--- src/rtl/aes_pkg.sv ---
// Shared AES definitions: cipher op encoding, GF(2^8) xtime helpers and
// column extract/insert for the k = 4*row + col state byte layout.
package aes_pkg;

  typedef enum logic [1:0] {
    CIPH_FWD = 2'b01,
    CIPH_INV = 2'b10
  } ciph_op_e;

  function automatic logic [7:0] aes_mul2(input logic [7:0] b);
    return {b[6:0], 1'b0} ^ (b[7] ? 8'h1b : 8'h00);
  endfunction

  function automatic logic [7:0] aes_mul4(input logic [7:0] b);
    return aes_mul2(aes_mul2(b));
  endfunction

  // Column word packs row r into bits [8r+:8].
  function automatic logic [31:0] aes_col_get(input logic [127:0] s, input logic [1:0] c);
    logic [31:0] col;
    col = '0;
    for (int unsigned r = 0; r < 4; r++) begin
      col[8*r +: 8] = s[8*(4*r + 32'(c)) +: 8];
    end
    return col;
  endfunction

  function automatic logic [127:0] aes_col_set(input logic [127:0] s, input logic [1:0] c,
                                                input logic [31:0] col);
    logic [127:0] res;
    res = s;
    for (int unsigned r = 0; r < 4; r++) begin
      res[8*(4*r + 32'(c)) +: 8] = col[8*r +: 8];
    end
    return res;
  endfunction

endpackage

--- src/rtl/aes_inv_mix_single_column.sv ---
// Combinational single-column (Inv)MixColumns; the inverse path reuses the
// forward network after a 04-multiply pre-conditioning step.
module aes_inv_mix_single_column
  import aes_pkg::*;
(
  input  ciph_op_e    op,
  input  logic [31:0] data,
  output logic [31:0] result
);

  logic [7:0] a [4];
  logic [7:0] b [4];
  logic [7:0] x;
  logic [7:0] y;
  logic [7:0] t;

  always_comb begin
    for (int unsigned r = 0; r < 4; r++) begin
      a[r] = data[8*r +: 8];
    end
    x = aes_mul4(a[0] ^ a[2]);
    y = aes_mul4(a[1] ^ a[3]);
    if (op == CIPH_FWD) begin
      b = a;
    end else begin
      b[0] = a[0] ^ x;
      b[1] = a[1] ^ y;
      b[2] = a[2] ^ x;
      b[3] = a[3] ^ y;
    end
    t = b[0] ^ b[1] ^ b[2] ^ b[3];
    result = '0;
    // 02*b_r ^ 03*b_(r+1) ^ b_(r+2) ^ b_(r+3) folded around the column parity t
    for (int unsigned r = 0; r < 4; r++) begin
      result[8*r +: 8] = b[r] ^ t ^ aes_mul2(b[r] ^ b[(r + 1) % 4]);
    end
  end

endmodule

--- src/rtl/aes_inv_mix_columns_iter.sv ---
// Column-serial InvMixColumns engine with valid/ready on both sides.
// Optional AES_INV_MC_FWD_EN adds a per-block forward/inverse op select.
module aes_inv_mix_columns_iter
  import aes_pkg::*;
(
  input  logic         clk_i,
  input  logic         rst_i,
  input  logic         in_valid_i,
  output logic         in_ready_o,
  input  logic [1:0]   op_i,
  input  logic [127:0] data_i,
  output logic         out_valid_o,
  input  logic         out_ready_i,
  output logic [127:0] data_o,
  output logic         busy_o
);

  typedef enum logic [1:0] {
    IDLE = 2'b00,
    BUSY = 2'b01,
    DONE = 2'b10
  } state_e;

  state_e       state;
  logic [127:0] state_reg;
  logic [1:0]   col_cnt;
  logic [31:0]  col_in;
  logic [31:0]  col_out;
  ciph_op_e     op_sel;

`ifdef AES_INV_MC_FWD_EN
  ciph_op_e op_q;
  assign op_sel = op_q;
`else
  logic unused_op;
  assign unused_op = ^op_i;
  assign op_sel    = CIPH_INV;
`endif

  assign col_in = aes_col_get(state_reg, col_cnt);
  assign data_o = state_reg;

  aes_inv_mix_single_column u_column (
    .op     (op_sel),
    .data   (col_in),
    .result (col_out)
  );

  always_ff @(posedge clk_i or posedge rst_i) begin
    if (rst_i) begin
      state       <= IDLE;
      state_reg   <= '0;
      col_cnt     <= '0;
      in_ready_o  <= 1'b1;
      out_valid_o <= 1'b0;
      busy_o      <= 1'b0;
`ifdef AES_INV_MC_FWD_EN
      op_q        <= CIPH_INV;
`endif
    end else begin
      case (state)
        IDLE: begin
          if (in_valid_i) begin
            state_reg  <= data_i;
            col_cnt    <= '0;
            state      <= BUSY;
            in_ready_o <= 1'b0;
            busy_o     <= 1'b1;
`ifdef AES_INV_MC_FWD_EN
            // Anything but CIPH_FWD collapses to the inverse transform.
            op_q       <= (op_i == CIPH_FWD) ? CIPH_FWD : CIPH_INV;
`endif
          end
        end
        BUSY: begin
          state_reg <= aes_col_set(state_reg, col_cnt, col_out);
          col_cnt   <= col_cnt + 2'd1;
          if (col_cnt == 2'd3) begin
            state       <= DONE;
            out_valid_o <= 1'b1;
          end
        end
        DONE: begin
          if (out_ready_i) begin
            state       <= IDLE;
            out_valid_o <= 1'b0;
            busy_o      <= 1'b0;
            in_ready_o  <= 1'b1;
          end
        end
        default: begin
          state       <= IDLE;
          col_cnt     <= '0;
          in_ready_o  <= 1'b1;
          out_valid_o <= 1'b0;
          busy_o      <= 1'b0;
        end
      endcase
    end
  end

endmodule

--- config.mk ---
export PLATFORM = sky130hd
export DESIGN_NAME = aes_inv_mix_columns_iter
export DESIGN_NICKNAME = d
export VERILOG_FILES = /design/src/rtl/aes_pkg.sv /design/src/rtl/aes_inv_mix_single_column.sv /design/src/rtl/aes_inv_mix_columns_iter.sv
export SDC_FILE = /design/constraint.sdc
export NUM_CORES = 1
export LEC_CHECK = 0
export CAP_MARGIN = 15
export CORE_UTILIZATION = 30
export CTS_BUF_LIST = sky130_fd_sc_hd__clkbuf_8
export DETAILED_ROUTE_END_ITERATION = 6
export DONT_BUFFER_PORTS = 1
export SYNTH_ARGS = -nofsm -noshare
export SYNTH_HDL_FRONTEND = slang
export SYNTH_SLANG_ARGS = --single-unit
export TNS_END_PERCENT = 30
--- constraint.sdc ---
create_clock -name clk_i -period 4.9 [get_ports clk_i]
set_input_delay 0.735 -clock clk_i [delete_from_list [all_inputs] [get_ports clk_i]]
set_output_delay 0.735 -clock clk_i [all_outputs]
set_load 0.02 [all_outputs]
==> metrics.yaml, run 1 <==
cts_num_sinks: 135
grt_usage_pct: 23.51
ys_types: 60
layoutNonFillerInstCount: 1445
critical_path.max_stage_delay_ns: 0.91
postCtsHoldBufs: 0
hp-class: "input port to async pin"
synth-edff-count: 0
max_freq_ghz: 0.2240
cts_tree: "built"
synth_area_um2: 9906
grt_max_degree: 82
worstPathArrival_ns: 4.85
routedWlPerCell_um: 27.49
critPathSlowestCell: "dfrtp_2"
ctsResizeCount: 0
muxShareOfSynthArea_pct: 7.680
synthXorXnorAreaFrac_pct: 21.85
synthSimpleGateAreaFrac_pct: 12.81
grt_overflow: 0
clk_pin_slew_worst_paths_ns: 0.09
finalWirelength_um: 39720
numCtsBuffers: 17
fin_nets: 1128
setup_viol: 0
worstRegToRegCells: 8
io_buffers: 0
relSlewSlack_pct: 27.74
dp_cells: 1409
drt_pass1_iterations: 7
vias_per_cell: 5.738
fin_skew_ns: 0.02443
synth_fp_nets: 1144
period_needed_ns: 4.464
hpwl_um: 30620
drv_cap: 0
cts_root_buf: "clkbuf_8"
htree_levels: 4
place_congestion: 0.9212
die_x_um: 183.7
syn_avg_cell_area_um2: 9.886
synth-warning-count: 0
synth_top_family_by_area: "XOR/XNOR gates"
r2r-end: "data_o[82]"
clock_path_buffers: 2
synth_seq_cells: 135
initial_core_util_pct: 30.45
antenna_found_initial: 7
hold_viol: 0
rrSetupSlack_ns: 0.44
drc: 0
drive_gt1_share_pct: 15.32
synth_compound_area_share_pct: 19.17
rows: 66
end_kind: "flop"
die_y_um: 183.7
synthArstFlopShare_pct: 100.0
path_cells: "mux4_2 -> xnor2_4 -> xnor3_1 -> xor2_1 -> xnor2_2 -> xnor2_1 -> a221oi_1 -> nor3_1"
ys.flop_type: "dfrtp_1"
drt_iter0_markers: 733
largest_register_ffs: 128
postRouteAntennaNets: 0
finalSetupTns_ns: 0
post_cts_buffers: 0
via_count: 8292
worstReg2RegStart: "col_cnt[0]"
post-route-period-util_pct: 91.11
netlist_instances: 1002
synth_adder_area_share_pct: 1.010
critPathMaxFanout: 27
slew_violations: 0
core_um2: 32540
worstSetupStartpointType: "flop"
io_pins: 265
die_area_um2: 33750
rsz0062_at_grt: "no"
ys_seq_area_share_pct: 34.12
worstMarginPinSlew_ns: 1.076
required_ns: 5.29
status: "finished clean"
clock_latency_ns: 0.48
grt_pass1_wl_um: 57060
crit_type: "flop to flop"
grt_pass1_vias: 8205
syn_to_final_growth_pct: 9.183
[stage by stage]
| stage | area (um^2) | util [%] | setup WS (ns) | hold WS, ns |
|---|---|---|---|---|
| 2_1_floorplan | 9906 | - | 0.5555 | 0.5658 |
| 3_3_place_gp | 10430 | 32.07 | 0.5508 | 0.5900 |
| 3_5_place_dp | 10430 | 32.07 | 0.5336 | 0.6000 |
| 4_1_cts | 10810 | 33.21 | 0.5036 | 0.2009 |
| 5_1_grt | 10810 | 33.23 | 0.2644 | 0.2227 |
| 6_report | 10820 | 33.24 | 0.4357 | 0.1957 |
[cell type report]
type | instances | area, um^2
Antenna cell | 4 | 10.01
Clock buffer | 18 | 247.7
Clock inverter | 14 | 123.9
Fill cell | 3368 | 21720
Inverter | 5 | 23.77
Multi-Input combinational cell | 795 | 6222
Sequential cell | 135 | 3382
Tap cell | 442 | 553.0
Timing Repair Buffer | 32 | 252.7
[worst max-delay path by stage]
| stage | cells after the start | to | startpoint |
|---|---|---|---|
| after floorplan | 1 | busy_o | rst_i |
| after global placement | 8 | data_o[82] | col_cnt[0] |
| after detailed placement | 8 | data_o[82] | col_cnt[0] |
| after CTS | 8 | data_o[82] | col_cnt[0] |
| final | 8 | data_o[82] | col_cnt[0] |
| after global routing | 8 | data_o[50] | col_cnt[0] |
[cell usage in the layout, fill, tap and decap left out, types with 4 or more instances in the layout]
master,count
nor2_1,157
dfrtp_1,132
a21oi_1,95
xnor2_1,79
nand2_1,61
o21ai_0,50
a22oi_1,49
a221oi_1,43
mux4_2,32
buf_4,31
xor2_1,26
nor3_1,24
xnor2_2,22
o22ai_1,20
clkbuf_8,18
xnor3_1,16
o221ai_1,12
xnor3_2,9
and3_1,9
or3_1,9
ha_1,8
nor2b_1,6
and2_1,6
a22o_1,5
nand3_1,5
inv_6,5
diode_2,4
inv_1,4
xor2_4,4
xnor2_4,4
mux2i_1,4
a31oi_1,4
[routing by layer]
metal  GRT usage [%]  part of all wire (%)
met2           38.32                    48
met4           10.77                   3.7
met1           28.03                    39
met3           7.746                   9.2
met5               0                 0.058
[critical path: cells and delay by family, from the launching register on]
| family | cells | cell delay (ns) |
|---|---|---|
| mux | 1 | 0.72 |
| flops | 1 | 0.91 |
| compound gates | 1 | 0.26 |
| xor+xnor | 5 | 2.23 |
| simple gates | 1 | 0.23 |
[cells in the mapped netlist (3+ instances only)]
| cell type | n | area (um^2) |
|---|---|---|
| clkbuf_1 | 49 | 183.9 |
| mux2i_1 | 4 | 40.04 |
| a221oi_1 | 43 | 376.6 |
| mux4_2 | 32 | 720.7 |
| a22o_1 | 5 | 43.79 |
| or3_1 | 9 | 56.30 |
| xnor2_4 | 4 | 110.1 |
| xnor3_2 | 9 | 214.0 |
| inv_1 | 4 | 15.01 |
| a22oi_1 | 49 | 367.9 |
| xnor2_2 | 22 | 357.8 |
| buf_4 | 4 | 30.03 |
| o21ai_0 | 52 | 260.3 |
| a31oi_1 | 5 | 31.28 |
| nand2_1 | 62 | 232.7 |
| a21oi_1 | 96 | 480.5 |
| nor2b_1 | 7 | 43.79 |
| xor2_4 | 4 | 110.1 |
| buf_1 | 4 | 15.01 |
| dfrtp_1 | 134 | 3353 |
| buf_2 | 4 | 20.02 |
| and3_1 | 9 | 56.30 |
| a311oi_1 | 3 | 26.28 |
| xnor2_1 | 79 | 691.9 |
| o2bb2ai_1 | 3 | 26.28 |
| xor2_1 | 26 | 227.7 |
| o22ai_1 | 20 | 125.1 |
| and2_1 | 6 | 37.54 |
| nor2_1 | 157 | 589.3 |
| nand3_1 | 5 | 25.02 |
| xnor3_1 | 16 | 360.4 |
| ha_1 | 8 | 100.1 |
| o221ai_1 | 12 | 105.1 |
| nor3_1 | 24 | 120.1 |
| nand2b_1 | 3 | 18.77 |
[cell families (layout without fill, tap and decap cells)]
kind of cell / Yosys count / after routing
and+or+nand+nor: 293 / 293
muxes: 36 / 36
xor gates and xnor gates: 164 / 164
DFF: 135 / 135
buffers and inverters: 72 / 69
adders and majority gates: 8 / 8
other: 0 / 4
AOI/OAI and AO/OA: 294 / 294
Power of run 1 is not shown: default switching activity piles up to over one toggle a cycle in this logic, so the estimate is an artifact.
==> run 2: changes to the inputs <==
CORE_MARGIN = 10   (was default)
GPL_TIMING_DRIVEN = 0   (was default)
==> run 2 against run 1 <==
  * Worst setup slack got worse by 0.13 ns
  * Flip-flop and latch count unchanged
  * First-iteration DRC count increased by 33%
  * Highest routed layer unchanged
==> metrics.yaml, run 2 (same netlist as run 1, synthesis figures left out) <==
status: "finished clean"
layoutNonFillerInstCount: 1484
end_kind: "flop"
required_ns: 5.30
met2_usage_pct: 37.44
grt_usage_pct: 22.31
grt_overflow: 0
worstReg2RegStart: "col_cnt[0]"
die_area_um2: 40690
rows: 66
critPathMaxFanout: 13
hold_viol: 0
drt_pass1_iterations: 7
fin_nets: 1165
largest_register_ffs: 128
drive_gt1_share_pct: 12.84
syn_to_final_growth_pct: 10.64
cts_root_buf: "clkbuf_8"
hp-class: "input port to async pin"
cts_num_sinks: 135
use_met1_pct: 25.48
routedWlPerCell_um: 31.86
dp_cells: 1445
clock_path_buffers: 2
antenna_found_initial: 7
finalWirelength_um: 47280
numCtsBuffers: 17
relSlewSlack_pct: 25.73
busiest_layer: "met2"
fin_skew_ns: 0.02092
grt_pass1_vias: 8601
htree_levels: 4
clock_latency_ns: 0.49
crit_type: "flop to flop"
postCtsHoldBufs: 0
vias_per_cell: 5.968
use_met3_pct: 8.112
period_needed_ns: 4.594
die_y_um: 201.7
die_x_um: 201.7
slew_violations: 0
via_count: 8856
grt_max_degree: 73
post-route-period-util_pct: 93.76
drc: 0
hpwl_um: 37900
worstMarginPinSlew_ns: 1.111
fill_cells: 3432
worstPathArrival_ns: 4.99
rsz0062_at_grt: "no"
setup.worst_path.start: "col_cnt[0]"
max_freq_ghz: 0.2177
initial_core_util_pct: 30.45
place_congestion: 0.9793
grt_pass1_wl_um: 65870
clk_pin_slew_worst_paths_ns: 0.09
postRouteAntennaNets: 0
io_buffers: 0
io_pins: 265
cts_tree: "built"
drt_iter0_markers: 977
final_cell_mix: "nor2_1, dfrtp_1, a21oi_1"
setup_viol: 0
core_um2: 32540
drv_cap: 0
worstSetupStartpointType: "flop"
fin_util_pct: 33.68
final_common_cell: "nor2_1"
run 2: critical path, cell delays in order, from the launching register on:
cell,delay (ns)
dfrtp_1,0.49
buf_6,0.25
buf_8,0.25
buf_8,0.22
buf_6,0.23
clkinv_1,0.40
ha_1,0.54
clkbuf_1,0.38
and4_1,0.25
clkbuf_1,0.46
clkbuf_1,0.54
a221oi_1,0.21
nor3_1,0.25
run 2: cell type report:
class | instances | area [um^2] | area share, %
clock buffers | 18 | 247.7 | 2.261
multi-input cells | 795 | 6200 | 56.57
flip-flops and latches | 135 | 3379 | 30.84
well taps | 442 | 553.0 | 5.046
diodes | 6 | 15.01 | 0.1370
repair buffers | 2 | 35.03 | 0.3197
inverters | 5 | 23.77 | 0.2169
clock inverters | 14 | 190.2 | 1.735
plain buffers | 67 | 315.3 | 2.877
run 2: layer usage:
metal / up-vias / routed length (um)
li1: 3724 / -
met1: 4468 / 17280
met2: 566 / 23110
met3: 94 / 5228
met4: 4 / 1632
met5: - / 23
run 2: per-stage QoR:
stage          setup WS, ns  hold WS, ns  setup TNS [ns]  area (um^2)
2_1_floorplan        0.5555       0.5658               0         9906
3_3_place_gp         -1.298       0.5889         -171.42        10460
3_5_place_dp         0.1855       0.6076               0        10500
4_1_cts              0.1532       0.2174               0        10940
5_1_grt              0.1125       0.2299               0        10950
6_report             0.3059       0.2004               0        10960
run 2: path summary, 6_finish.rpt:
check                                   to  cells past startpoint  slack [ns]
worst max-delay path            data_o[53]                     12        0.31
worst min-delay path            data_o[86]                      1        0.20
worst max register to register  data_o[53]                     12        0.31
worst min register to register  in_ready_o                      2        0.63
max in group asynchronous       data_o[68]                      2        3.90
min in group clk_i              in_ready_o                      2        0.39
run 2: repair_timing:
item | in CTS | in global routing
buffers inserted | 0 | 0
gates resized for setup | 0 | 2
endpoints found under the setup margin | 0 | 4
endpoints found under the hold margin | 0 | 0
Power of run 2 is left out for the same reason.
==> run 3: changes to the inputs <==
CORE_UTILIZATION = 50   (was 30)
SETUP_SLACK_MARGIN = 0.4   (was default)
==> run 3 against run 2 <==
  * Global-route usage increased by 8.7 points
  * Largest cell class unchanged
  * Critical path type unchanged
  * Flip-flop and latch count unchanged
  * Critical path depth decreased by 2
  * Sequential share of layout area increased by 0.81 points
==> metrics.yaml, run 3 (same netlist as run 1, synthesis figures left out) <==
finalWirelength_um: 41440
max_freq_ghz: 0.2249
worstSetupStartpointType: "flop"
cts_tree: "built"
critPathBufInv: 2
largest_register_ffs: 128
io_pins: 265
cts_num_sinks: 135
period_needed_ns: 4.446
crit_type: "flop to flop"
numCtsBuffers: 17
post_cts_buffers: 0
layoutNonFillerInstCount: 1306
place_congestion: 0.9883
vias_per_cell: 6.708
worstPathArrival_ns: 4.85
critPathMaxFanout: 10
placement.cell_area_um2: 10280
routedWlPerCell_um: 31.73
status: "finished clean"
initial_core_util_pct: 50.90
required_ns: 5.30
post-route-period-util_pct: 90.74
clk_pin_slew_worst_paths_ns: 0.09
path_cells: "buf_6 -> buf_8 -> mux4_2 -> xnor2_2 -> xnor3_1 -> xor2_1 -> xnor2_2 -> xnor2_1 -> a221oi_1 -> nor3_1"
drive_gt1_share_pct: 13.11
grt_pass1_vias: 8413
drt_iter0_markers: 1288
syn_to_final_growth_pct: 7.818
fin_ws_ns: 0.4536
setup_viol: 0
dp_cells: 1269
rows: 51
die_y_um: 160.8
fin_util_pct: 54.88
grt_usage_pct: 30.99
critPathSlowestCell: "xnor2_1"
fin_nets: 1166
design_area_um2: 10680
drc: 0
rsz0062_at_grt: "yes"
drv_cap: 0
antenna_found_initial: 3
worstMarginPinSlew_ns: 1.276
slew_violations: 0
cts_root_buf: "clkbuf_8"
htree_levels: 4
critical_path.max_stage_delay_ns: 1.01
hp-class: "input port to async pin"
final_common_cell: "nor2_1"
grt_pass1_wl_um: 59370
via_count: 8760
hpwl_um: 32340
fin_skew_ns: 0.01603
grt_overflow: 0
fill_cells: 1810
end_kind: "flop"
relSlewSlack_pct: 14.31
io_buffers: 0
core_um2: 19460
grt_max_degree: 73
final_cell_mix: "nor2_1, dfrtp_1, a21oi_1"
die_area_um2: 25840
die_x_um: 160.8
postRouteAntennaNets: 0
place_ws_ns: 0.2553
crit_top_cell: "xnor2_2"
cpLargestDelayFamily: "XOR/XNOR gates"
drt_pass1_iterations: 6
clock_latency_ns: 0.48
clock_path_buffers: 2
hold_viol: 0
run 3: cell count changes in the layout (fill, tap and decap cells not counted), moves of 2 or more:
cell,before,now
buf_4,4,6
diode_2,6,4
inv_8,2,0
clkinv_4,5,1
bufinv_16,3,1
clkinv_2,0,3
clkinvlp_4,1,7
run 3: repair_timing:
| action | in CTS | in global routing |
|---|---|---|
| hold buffers | 0 | 0 |
| setup endpoints to repair | 7 | 39 |
| gates resized for setup | 1 | 7 |
| pin swaps | 0 | 0 |
run 3: per-stage QoR:
stage / setup TNS, ns / hold slack, ns
2_1_floorplan: 0 / 0.5658
3_3_place_gp: -157.29 / 0.5891
3_5_place_dp: 0 / 0.5995
4_1_cts: 0 / 0.2098
5_1_grt: 0 / 0.2233
6_report: 0 / 0.1872
run 3: worst paths after layout:
kind,start,to,slack [ns],cells after the start
setup / recovery,col_cnt[0],data_o[50],0.45,10
hold / removal,rst_i,data_o[50],0.19,1
hold reg to reg,in_ready_o,in_ready_o,0.60,2
min in group clk_i,out_ready_i,in_ready_o,0.42,2
max in group asynchronous,rst_i,data_o[87],3.90,2
setup reg to reg,col_cnt[0],data_o[50],0.45,10
run 3: metal layers:
layer / wire, um / up-vias / track usage [%] / part of all wire (%)
met1: 16360 / 4349 / 41.03 / 39
met3: 5131 / 75 / 10.22 / 12
met5: 0 / - / 0 / 0
met4: 1128 / 0 / 9.388 / 2.7
li1: - / 3715 / - / -
met2: 18810 / 621 / 47.26 / 45
run 3: area by class of cell:
class	count	area, um^2	area share (%)
inverter	5	27.53	0.2577
antenna	4	10.01	0.09372
clock buffer	17	234.0	2.191
buffer	67	319.1	2.987
tap	265	331.6	3.105
timing repair buffer	3	42.54	0.3983
clock inverter	15	128.9	1.207
sequential	135	3379	31.64
multi-input combinational	795	6207	58.12
Power of run 3 is left out for the same reason.
